`src/rtl/accum_array_pkg.sv`:
```
// Shared definitions for the accumulator array: FSM encoding and default geometry.
package accum_array_pkg;

  typedef enum logic [1:0] {
    S_IDLE  = 2'd0,
    S_ACCUM = 2'd1,
    S_DONE  = 2'd2
  } state_t;

  localparam int DEF_CHANNELS = 16;
  localparam int DEF_IN_W     = 8;
  localparam int DEF_OUT_W    = 20;
  localparam int DEF_TERMS    = 784;

endpackage

```
`src/rtl/accum_array_if.sv`:
```
// Control/data bundle between an accumulator array and its producer/consumer.
interface accum_array_if
  import accum_array_pkg::*;
#(
  parameter int CHANNELS = DEF_CHANNELS,
  parameter int IN_W     = DEF_IN_W,
  parameter int OUT_W    = DEF_OUT_W
);
  logic                      start;
  logic [CHANNELS*OUT_W-1:0] bias_in;
  logic                      in_valid;
  logic                      in_ready;
  logic [CHANNELS*IN_W-1:0]  data_in;
  logic [CHANNELS*OUT_W-1:0] sum_out;
  logic                      out_valid;
  logic                      out_ready;
  logic [CHANNELS-1:0]       ovf;
  logic                      busy;

  modport master (
    output start, bias_in, in_valid, data_in, out_ready,
    input  in_ready, sum_out, out_valid, ovf, busy
  );

  modport slave (
    input  start, bias_in, in_valid, data_in, out_ready,
    output in_ready, sum_out, out_valid, ovf, busy
  );
endinterface

```
`src/rtl/accum_lane.sv`:
```
// One accumulation lane: sign-extend term, add, detect signed overflow,
// then clamp or wrap before registering. Overflow flag is sticky until load.
module accum_lane #(
  parameter int IN_W     = 8,
  parameter int OUT_W    = 20,
  parameter int SATURATE = 1
) (
  input  logic             clk,
  input  logic             clr,
  input  logic             load,
  input  logic             en,
  input  logic [OUT_W-1:0] bias,
  input  logic [IN_W-1:0]  term,
  output logic [OUT_W-1:0] acc,
  output logic             ovf
);
  localparam logic [OUT_W-1:0] MAXV = {1'b0, {(OUT_W-1){1'b1}}};
  localparam logic [OUT_W-1:0] MINV = {1'b1, {(OUT_W-1){1'b0}}};

  logic [OUT_W:0]   sum;
  logic             over;
  logic [OUT_W-1:0] nxt;

  // One guard bit: overflow iff the two top bits of the widened sum disagree.
  assign sum  = {acc[OUT_W-1], acc} + {{(OUT_W+1-IN_W){term[IN_W-1]}}, term};
  assign over = sum[OUT_W] ^ sum[OUT_W-1];

  always_comb begin
    nxt = sum[OUT_W-1:0];
    if (SATURATE != 0 && over)
      nxt = sum[OUT_W] ? MINV : MAXV;
  end

  always_ff @(posedge clk or negedge clr) begin
    if (!clr) begin
      acc <= '0;
      ovf <= 1'b0;
    end else if (load) begin
      acc <= bias;
      ovf <= 1'b0;
    end else if (en) begin
      acc <= nxt;
      if (over) ovf <= 1'b1;
    end
  end
endmodule

```
`src/rtl/accum_array.sv`:
```
// Multi-lane accumulator: IDLE loads biases on start, ACCUM sums TERMS accepted
// beats per lane, DONE presents the result until the consumer takes it.
module accum_array
  import accum_array_pkg::*;
#(
  parameter int CHANNELS = DEF_CHANNELS,
  parameter int IN_W     = DEF_IN_W,
  parameter int OUT_W    = DEF_OUT_W,
  parameter int TERMS    = DEF_TERMS,
  parameter int SATURATE = 1
) (
  input  logic clk,
  input  logic clr,
  accum_array_if.slave bus
);
  localparam int CNT_W = $clog2(TERMS + 1);

  state_t                          state, state_nxt;
  logic [CNT_W-1:0]                cnt;
  logic                            load, accept, last;
  logic [CHANNELS-1:0][OUT_W-1:0]  sum;
  logic [CHANNELS-1:0]             ovf;

  assign load   = (state == S_IDLE) && bus.start;
  assign accept = (state == S_ACCUM) && bus.in_valid;
  assign last   = accept && (cnt == CNT_W'(TERMS - 1));

  always_ff @(posedge clk or negedge clr) begin
    if (!clr) begin
      state <= S_IDLE;
      cnt   <= '0;
    end else begin
      state <= state_nxt;
      if (load)        cnt <= '0;
      else if (accept) cnt <= cnt + CNT_W'(1);
    end
  end

  always_comb begin
    state_nxt     = state;
    bus.in_ready  = 1'b0;
    bus.out_valid = 1'b0;
    bus.busy      = 1'b0;
    unique case (state)
      S_IDLE: begin
        if (bus.start) state_nxt = S_ACCUM;
      end
      S_ACCUM: begin
        bus.in_ready = 1'b1;
        bus.busy     = 1'b1;
        if (last) state_nxt = S_DONE;
      end
      S_DONE: begin
        bus.out_valid = 1'b1;
        bus.busy      = 1'b1;
        if (bus.out_ready) state_nxt = S_IDLE;
      end
      default: state_nxt = S_IDLE;
    endcase
  end

  for (genvar m = 0; m < CHANNELS; m++) begin : g_lane
    accum_lane #(
      .IN_W     (IN_W),
      .OUT_W    (OUT_W),
      .SATURATE (SATURATE)
    ) u_lane (
      .clk  (clk),
      .clr  (clr),
      .load (load),
      .en   (accept),
      .bias (bus.bias_in[m*OUT_W +: OUT_W]),
      .term (bus.data_in[m*IN_W +: IN_W]),
      .acc  (sum[m]),
      .ovf  (ovf[m])
    );
  end

  assign bus.sum_out = sum;
  assign bus.ovf     = ovf;
endmodule
```
`src/flat_wrapper.sv`:
```
// flat-port wrapper written by rule: the top's interface ports become plain ports
module accum_array_flat import accum_array_pkg::*;
#(
  parameter int CHANNELS = DEF_CHANNELS,
  parameter int IN_W     = DEF_IN_W,
  parameter int OUT_W    = DEF_OUT_W,
  parameter int TERMS    = DEF_TERMS,
  parameter int SATURATE = 1
)
  (clk, clr, bus_start, bus_bias_in, bus_in_valid, bus_data_in, bus_out_ready, bus_in_ready, bus_sum_out, bus_out_valid, bus_ovf, bus_busy);
  accum_array_if #(.CHANNELS(CHANNELS), .IN_W(IN_W), .OUT_W(OUT_W)) bus_i ();
  input  logic clk;
  input  logic clr;
  input wire logic [$bits(bus_i.start)-1:0] bus_start;
  input wire logic [$bits(bus_i.bias_in)-1:0] bus_bias_in;
  input wire logic [$bits(bus_i.in_valid)-1:0] bus_in_valid;
  input wire logic [$bits(bus_i.data_in)-1:0] bus_data_in;
  input wire logic [$bits(bus_i.out_ready)-1:0] bus_out_ready;
  output wire logic [$bits(bus_i.in_ready)-1:0] bus_in_ready;
  output wire logic [$bits(bus_i.sum_out)-1:0] bus_sum_out;
  output wire logic [$bits(bus_i.out_valid)-1:0] bus_out_valid;
  output wire logic [$bits(bus_i.ovf)-1:0] bus_ovf;
  output wire logic [$bits(bus_i.busy)-1:0] bus_busy;
  assign bus_i.start = bus_start;
  assign bus_i.bias_in = bus_bias_in;
  assign bus_i.in_valid = bus_in_valid;
  assign bus_i.data_in = bus_data_in;
  assign bus_i.out_ready = bus_out_ready;
  assign bus_in_ready = bus_i.in_ready;
  assign bus_sum_out = bus_i.sum_out;
  assign bus_out_valid = bus_i.out_valid;
  assign bus_ovf = bus_i.ovf;
  assign bus_busy = bus_i.busy;
  accum_array #(.CHANNELS(CHANNELS), .IN_W(IN_W), .OUT_W(OUT_W), .TERMS(TERMS), .SATURATE(SATURATE)) u_core (.clk(clk), .clr(clr), .bus(bus_i));
endmodule
```
`config.mk`:
```
export PLATFORM = sky130hd
export DESIGN_NAME = accum_array_flat
export DESIGN_NICKNAME = d
export VERILOG_FILES = /design/src/rtl/accum_array_pkg.sv /design/src/rtl/accum_array_if.sv /design/src/rtl/accum_lane.sv /design/src/rtl/accum_array.sv /design/src/flat_wrapper.sv
export SDC_FILE = /design/constraint.sdc
export NUM_CORES = 2
export LEC_CHECK = 0
export ABC_AREA = 1
export CORE_ASPECT_RATIO = 1.75
export CORE_UTILIZATION = 35
export CTS_BUF_LIST = sky130_fd_sc_hd__clkbuf_4 sky130_fd_sc_hd__clkbuf_8
export CTS_CLUSTER_SIZE = 16
export DETAILED_ROUTE_END_ITERATION = 8
export PLACE_DENSITY = 0.56
export SETUP_SLACK_MARGIN = 0.05
export SYNTH_ARGS = -nofsm -noshare
export SYNTH_HDL_FRONTEND = slang
export SYNTH_SLANG_ARGS = --single-unit
```
`constraint.sdc`:
```
create_clock -name clk -period 4.7 [get_ports clk]
set_clock_uncertainty 0.2 [all_clocks]
set_input_delay 0.94 -clock clk [delete_from_list [all_inputs] [get_ports clk]]
set_output_delay 0.94 -clock clk [all_outputs]
set_load 0.05 [all_outputs]
```
; Yosys cells after proc, flatten, opt, wreduce, memory -nomap -nowiden
; Index checks and enable logic that the tools add are counted.
[totals]
regBits = 348
input_bits = 453
[op_classes]
n_addsub = 17
n_eq_ne = 6
mux = 121
bitwise_logic = 16
n_reduce_logical = 39
[op_table]
columns = operator, count
row1 = $mux 20, 64
row2 = $add 20x8->21, 16
row3 = $mux 1, 51
row4 = $reduce_bool 2->1, 17
row5 = $reduce_and 2->1, 16
row6 = $mux 10, 2
row7 = $xor 1x1->1, 16
row8 = $add 10x1->10 const B, 1
row9 = $eq 10x10->1 const B, 1
row10 = $mux 2, 3
row11 = $pmux 2 s3, 1
row12 = $ne 2x2->1 const B, 2
row13 = $logic_and 1x1->1, 3
row14 = $reduce_and 3->1, 1
row15 = $eq 2x1->1 const B, 1
row16 = $eq 2x2->1 const B, 1
row17 = $logic_not 2->1, 1
row18 = $ne 2x1->1 const B, 1
row19 = $reduce_or 2->1, 1

; Logic depth before layout (Yosys ltp)
[logic_depth]
word_depth = 5
depth_mapped = 18
ltp_nobuf = 18

; Modules after synthesis
; From an unflattened synthesis, not the netlist that was laid out.
[hier_totals]
cells_unflattened = 6408
area_unflattened_um2 = 40472.6
[modules_own_cells]
columns = module, n_inst, cells_each, area_each_um2, seq_area_each_um2
row1 = accum_lane (u_core.g_lane[1].u_lane ...), 9, 396, 2482.4, 525.5
row2 = accum_lane (u_core.g_lane[12].u_lane ...), 4, 396, 2477.4, 525.5
row3 = accum_lane (u_core.g_lane[0].u_lane ...), 2, 388, 2512.4, 525.5
row4 = accum_lane (u_core.g_lane[11].u_lane), 1, 396, 2474.9, 525.5
row5 = accum_array, 1, 88, 721.9, 300.3

; Least setup slack after synthesis
; No wires, ideal clock.
[synth_timing]
path_kind = input to register
startpoint = in bus_data_in[40]
endpoint = reg u_core.g_lane[5].u_lane.acc[1]
setup_ns = 0.118
arrival_ns = 2.657
required_ns = 4.382
path_slack_ns = 1.725
path_stages = 12
path_buffers = 1
cell_sequence = ha_1 -> inv_1 -> fa_1 -> o21ai_1 -> nand3_1 -> nand4_1 -> nand2_2 -> a21oi_4 -> buf_6 -> nand2_1 -> nand2_1 -> nand2_1
[synth_via]
elab_chain_cells = 5
word_cells_on_any_way = 6
[synth_lines]
columns = element, line
row1 = from (decl), flat_wrapper.sv:17  ; input wire logic [$bits(bus_i.data_in)-1:0] bus_data_in;
row2 = $add 20x8->21 (*), accum_lane.sv:25  ; assign sum = {acc[OUT_W-1], acc} + {{(OUT_W+1-IN_W){term[IN_W-1]}}, term};
row3 = $mux 20 / $xor 1x1->1 (equally long branches), "accum_lane.sv:31, accum_lane.sv:26"
row4 = $mux 20 (*), accum_lane.sv:30  ; if (SATURATE != 0 && over)
row5 = $mux 20 (*), accum_lane.sv:41  ; end else if (en) begin
row6 = $mux 20 (*), accum_lane.sv:38  ; end else if (load) begin
row7 = to (signal assigned), accum_lane.sv:39  ; acc <= bias;
row8 = to (signal assigned), accum_lane.sv:42  ; acc <= nxt;
row9 = to (decl), accum_lane.sv:14  ; output logic [OUT_W-1:0] acc,
; Every way passes the cells marked *; elsewhere a longest branch is shown, timed or not. The select of a mux whose other input is x is not followed.
; A chain may end at the register's enable or synchronous reset.

; Worst setup path in the final report
[layout_timing]
startpoint = in bus_data_in[55]
endpoint = reg u_core.g_lane[6].u_lane.acc[18]
[layout_via]
elab_chain_cells = 5
word_cells_on_any_way = 6
[layout_lines]
columns = element, line
row1 = $add 20x8->21 (*), accum_lane.sv:25
row2 = $mux 20 / $xor 1x1->1 (equally long branches), "accum_lane.sv:31, accum_lane.sv:26"
row3 = $mux 20 (*), accum_lane.sv:30
row4 = $mux 20 (*), accum_lane.sv:41
row5 = $mux 20 (*), accum_lane.sv:38
row6 = to (signal assigned), accum_lane.sv:39
row7 = to (signal assigned), accum_lane.sv:42
row8 = to (decl), accum_lane.sv:14
; Marked as above.

==> metrics.txt <==
status=finished clean; Setup TNS=0 ns; layout cells sized above 1=0.0340; largest net degree at the start of global routing=159; Yosys warnings=0; width of the die=257 µm; Setup CP Type=input pin to flip-flop; async set-reset flop share out of synthesis=1.00; Multi-input gate area=26800 µm²; # port buffers=791; Critical Path Sink Type=flip-flop; WP data arrival=4.04 ns; Post-synth EDFFs=0; Clk pin slew, worst setup/hold paths=0.06 ns; die area=115000 µm²; syn_area_per_cell=5.88 µm²; Hold WC Path Type=flip-flop to flip-flop; unrepaired setup endpoints after global routing=false; synth unique cells=35; half-perimeter wire length after detailed placement=133000 µm; fmax=278 MHz; Routed WL=167000 µm; Yosys reg bits=348; period utilisation layout=0.767; CTS tree=done; sequential area share after synthesis=0.219; antenna viol nets, final=0; setup violators final=0; Critical Path Source Type=input pin; synthesized cell area=39700 µm²; drt first-iter violations=2337; vias post-DR=44462; first-pass GRT wire length=253000 µm; later-pin clock latency in the skew report=0.79 ns; io pins=792; placer congestion estimate=0.992; met1 usage=0.291; Sequential cell area=8710 µm²; CTS H-tree lvls=3; number of hold violations in the final report=0; min Tclk post-route=3.60 ns; Longest Clk Path Bufs=3; slew margin rel.=0.435; crit path max fanout=17; Filler cells=12290; vias in the first global route=44970; met2 GRT Util=0.537; # DRC=0; Post-Place Worst Slack=0.335 ns; top cells by area, synth=nand2_1, dfrtp_1, ha_1, inv_1, o21ai_0; Nets=8268; Synth top cells by count=nand2_1, inv_1, nor2_1, dfrtp_1, ha_1; Die Y=447 µm; maxcap violations=0; Placeable Area=113000 µm²; GRT Util Overall=0.285; First-pass DRT Iterations=5; Top FF cell, synth=dfrtp_1; vias per cell=4.93; critical path required time=5.14 ns; Initial Utilization=0.352; most frequent cell after synthesis=nand2_1; cell count after synthesis=6753; Synth top area share=0.296; met3 Use GR=0.0631; Final Worst Setup Slack=1.10 ns; Slew @ Worst Pin=0.846 ns; GRT overflow=0; Rows=163; post-synthesis net count=7547; DR WL/cell=18.4 µm; P_leak=28.8 nW; Root Buffer Master=clkbuf_8; Synth-to-Final Area Change=27.8%; most used routing layer=met2; Yosys top cell by area=nand2_1; Power Density=870 nW/µm²; clk sink count=348; Max Slew Vio Count=0; initial antenna violation count=41; Num CTS Buffers=70; Max VDD drop=0.000455 V
==> placed cells by master (no fill, tap or decap), types with 4 or more instances in the layout <==
master              n
o21bai_1           68
inv_1             850
and2_1             21
nand3b_1           33
ha_1              325
nand3b_4           12
clkdlybuf4s50_1   790
a21boi_0            4
xor2_1            171
clkbuf_4           12
buf_12             13
a21oi_1           285
dfrtp_1           348
a31oi_1            13
inv_2               7
nor2_2             14
and2_2             11
a21oi_4            16
nand2_1          3130
xnor2_1            43
bufinv_16           6
nand4_1           140
nand3_1           250
nand2_2            19
nor2_1            416
nor3_1             25
clkbuf_8           88
fa_1               16
clkinv_2           11
buf_4              33
diode_2            16
inv_6               5
o21ai_0           320
o211ai_1           16
==> final timing paths <==
path	startpoint	to	slack [ns]	depth (start not counted)
max	bus_data_in[55]	u_core.g_lane[6].u_lane.acc[18]	1.10	13
min	u_core.cnt[9]	u_core.cnt[9]	0.26	1
max reg2reg	u_core.g_lane[13].u_lane.acc[0]	u_core.g_lane[13].u_lane.acc[18]	1.58	18
min reg2reg	u_core.cnt[9]	u_core.cnt[9]	0.26	1
max in group asynchronous	clr	u_core.g_lane[5].u_lane.acc[1]	2.83	3
min in group asynchronous	clr	u_core.g_lane[1].u_lane.acc[15]	0.53	2
==> cells by family after synthesis <==
logic type | Yosys count | share of synthesized area
adders and majority gates | 341 | 0.111
and+or+nand+nor | 4077 | 0.416
DFF | 348 | 0.219
buffers and inverters | 1048 | 0.105
xor gates and xnor gates | 214 | 0.0472
AOI/OAI and AO/OA | 725 | 0.102
==> layer usage <==
| layer | vias up | routed length [µm] | share of wire |
|---|---|---|---|
| met1 | 20286 | 61600 | 0.37 |
| met4 | 50 | 8070 | 0.048 |
| met2 | 1160 | 86400 | 0.52 |
| met5 | - | 327 | 0.0020 |
| met3 | 372 | 10200 | 0.061 |
| li1 | 22594 | - | - |
==> cell type report <==
class / instances / area share
antenna: 16 / 0.000789
clock buffer: 100 / 0.0257
clock inverter: 24 / 0.00585
inverter: 859 / 0.0638
multi-input combinational: 5357 / 0.529
sequential: 348 / 0.172
tap: 1485 / 0.0366
timing repair buffer: 838 / 0.166
==> power by group <==
part | internal, W | switching (W)
sequential | 0.00457 | 0.00170
combinational | 0.0112 | 0.0229
clock | 0.00213 | 0.00169
total | 0.0178 | 0.0263
==> state kept, by name (all words and copies together) (netlist names) <==
signal,flops
u_core.cnt,10
u_core.state,2
u_core.g_lane.u_lane.ovf,16
u_core.g_lane.u_lane.acc,320
==> critical path: stages <==
cell and delay (ns):
clkdlybuf4s50_1 0.76, ha_1 0.57, nand2_1 0.10, nor2_1 0.15
inv_1 0.08, nor2_1 0.22, nand3_1 0.24, nand4_1 0.18
nand2_2 0.11, a21oi_4 0.43, nand2_1 0.13, nand2_1 0.08
nand2_1 0.05
==> metrics by stage <==
step	power, W	std cells	hold WS (ns)	util	instance area, µm²
after global placement	0.0402	8886	0.252	0.436	49100
final	0.0441	9027	0.265	0.450	50700
after detailed placement	0.0404	8886	0.254	0.436	49100
after floorplan	0.0301	6753	0.234	-	39700
after CTS	0.0445	9011	0.263	0.450	50700
after global routing	0.0484	9024	0.301	0.450	50700
==> timing repair <==
item	CTS	global route
buffers inserted	0	0
gates resized for setup	0	0
hold buffers	1	0
endpoints found under the hold margin	60	0
Note: power is estimated with default switching activity, not from simulation.
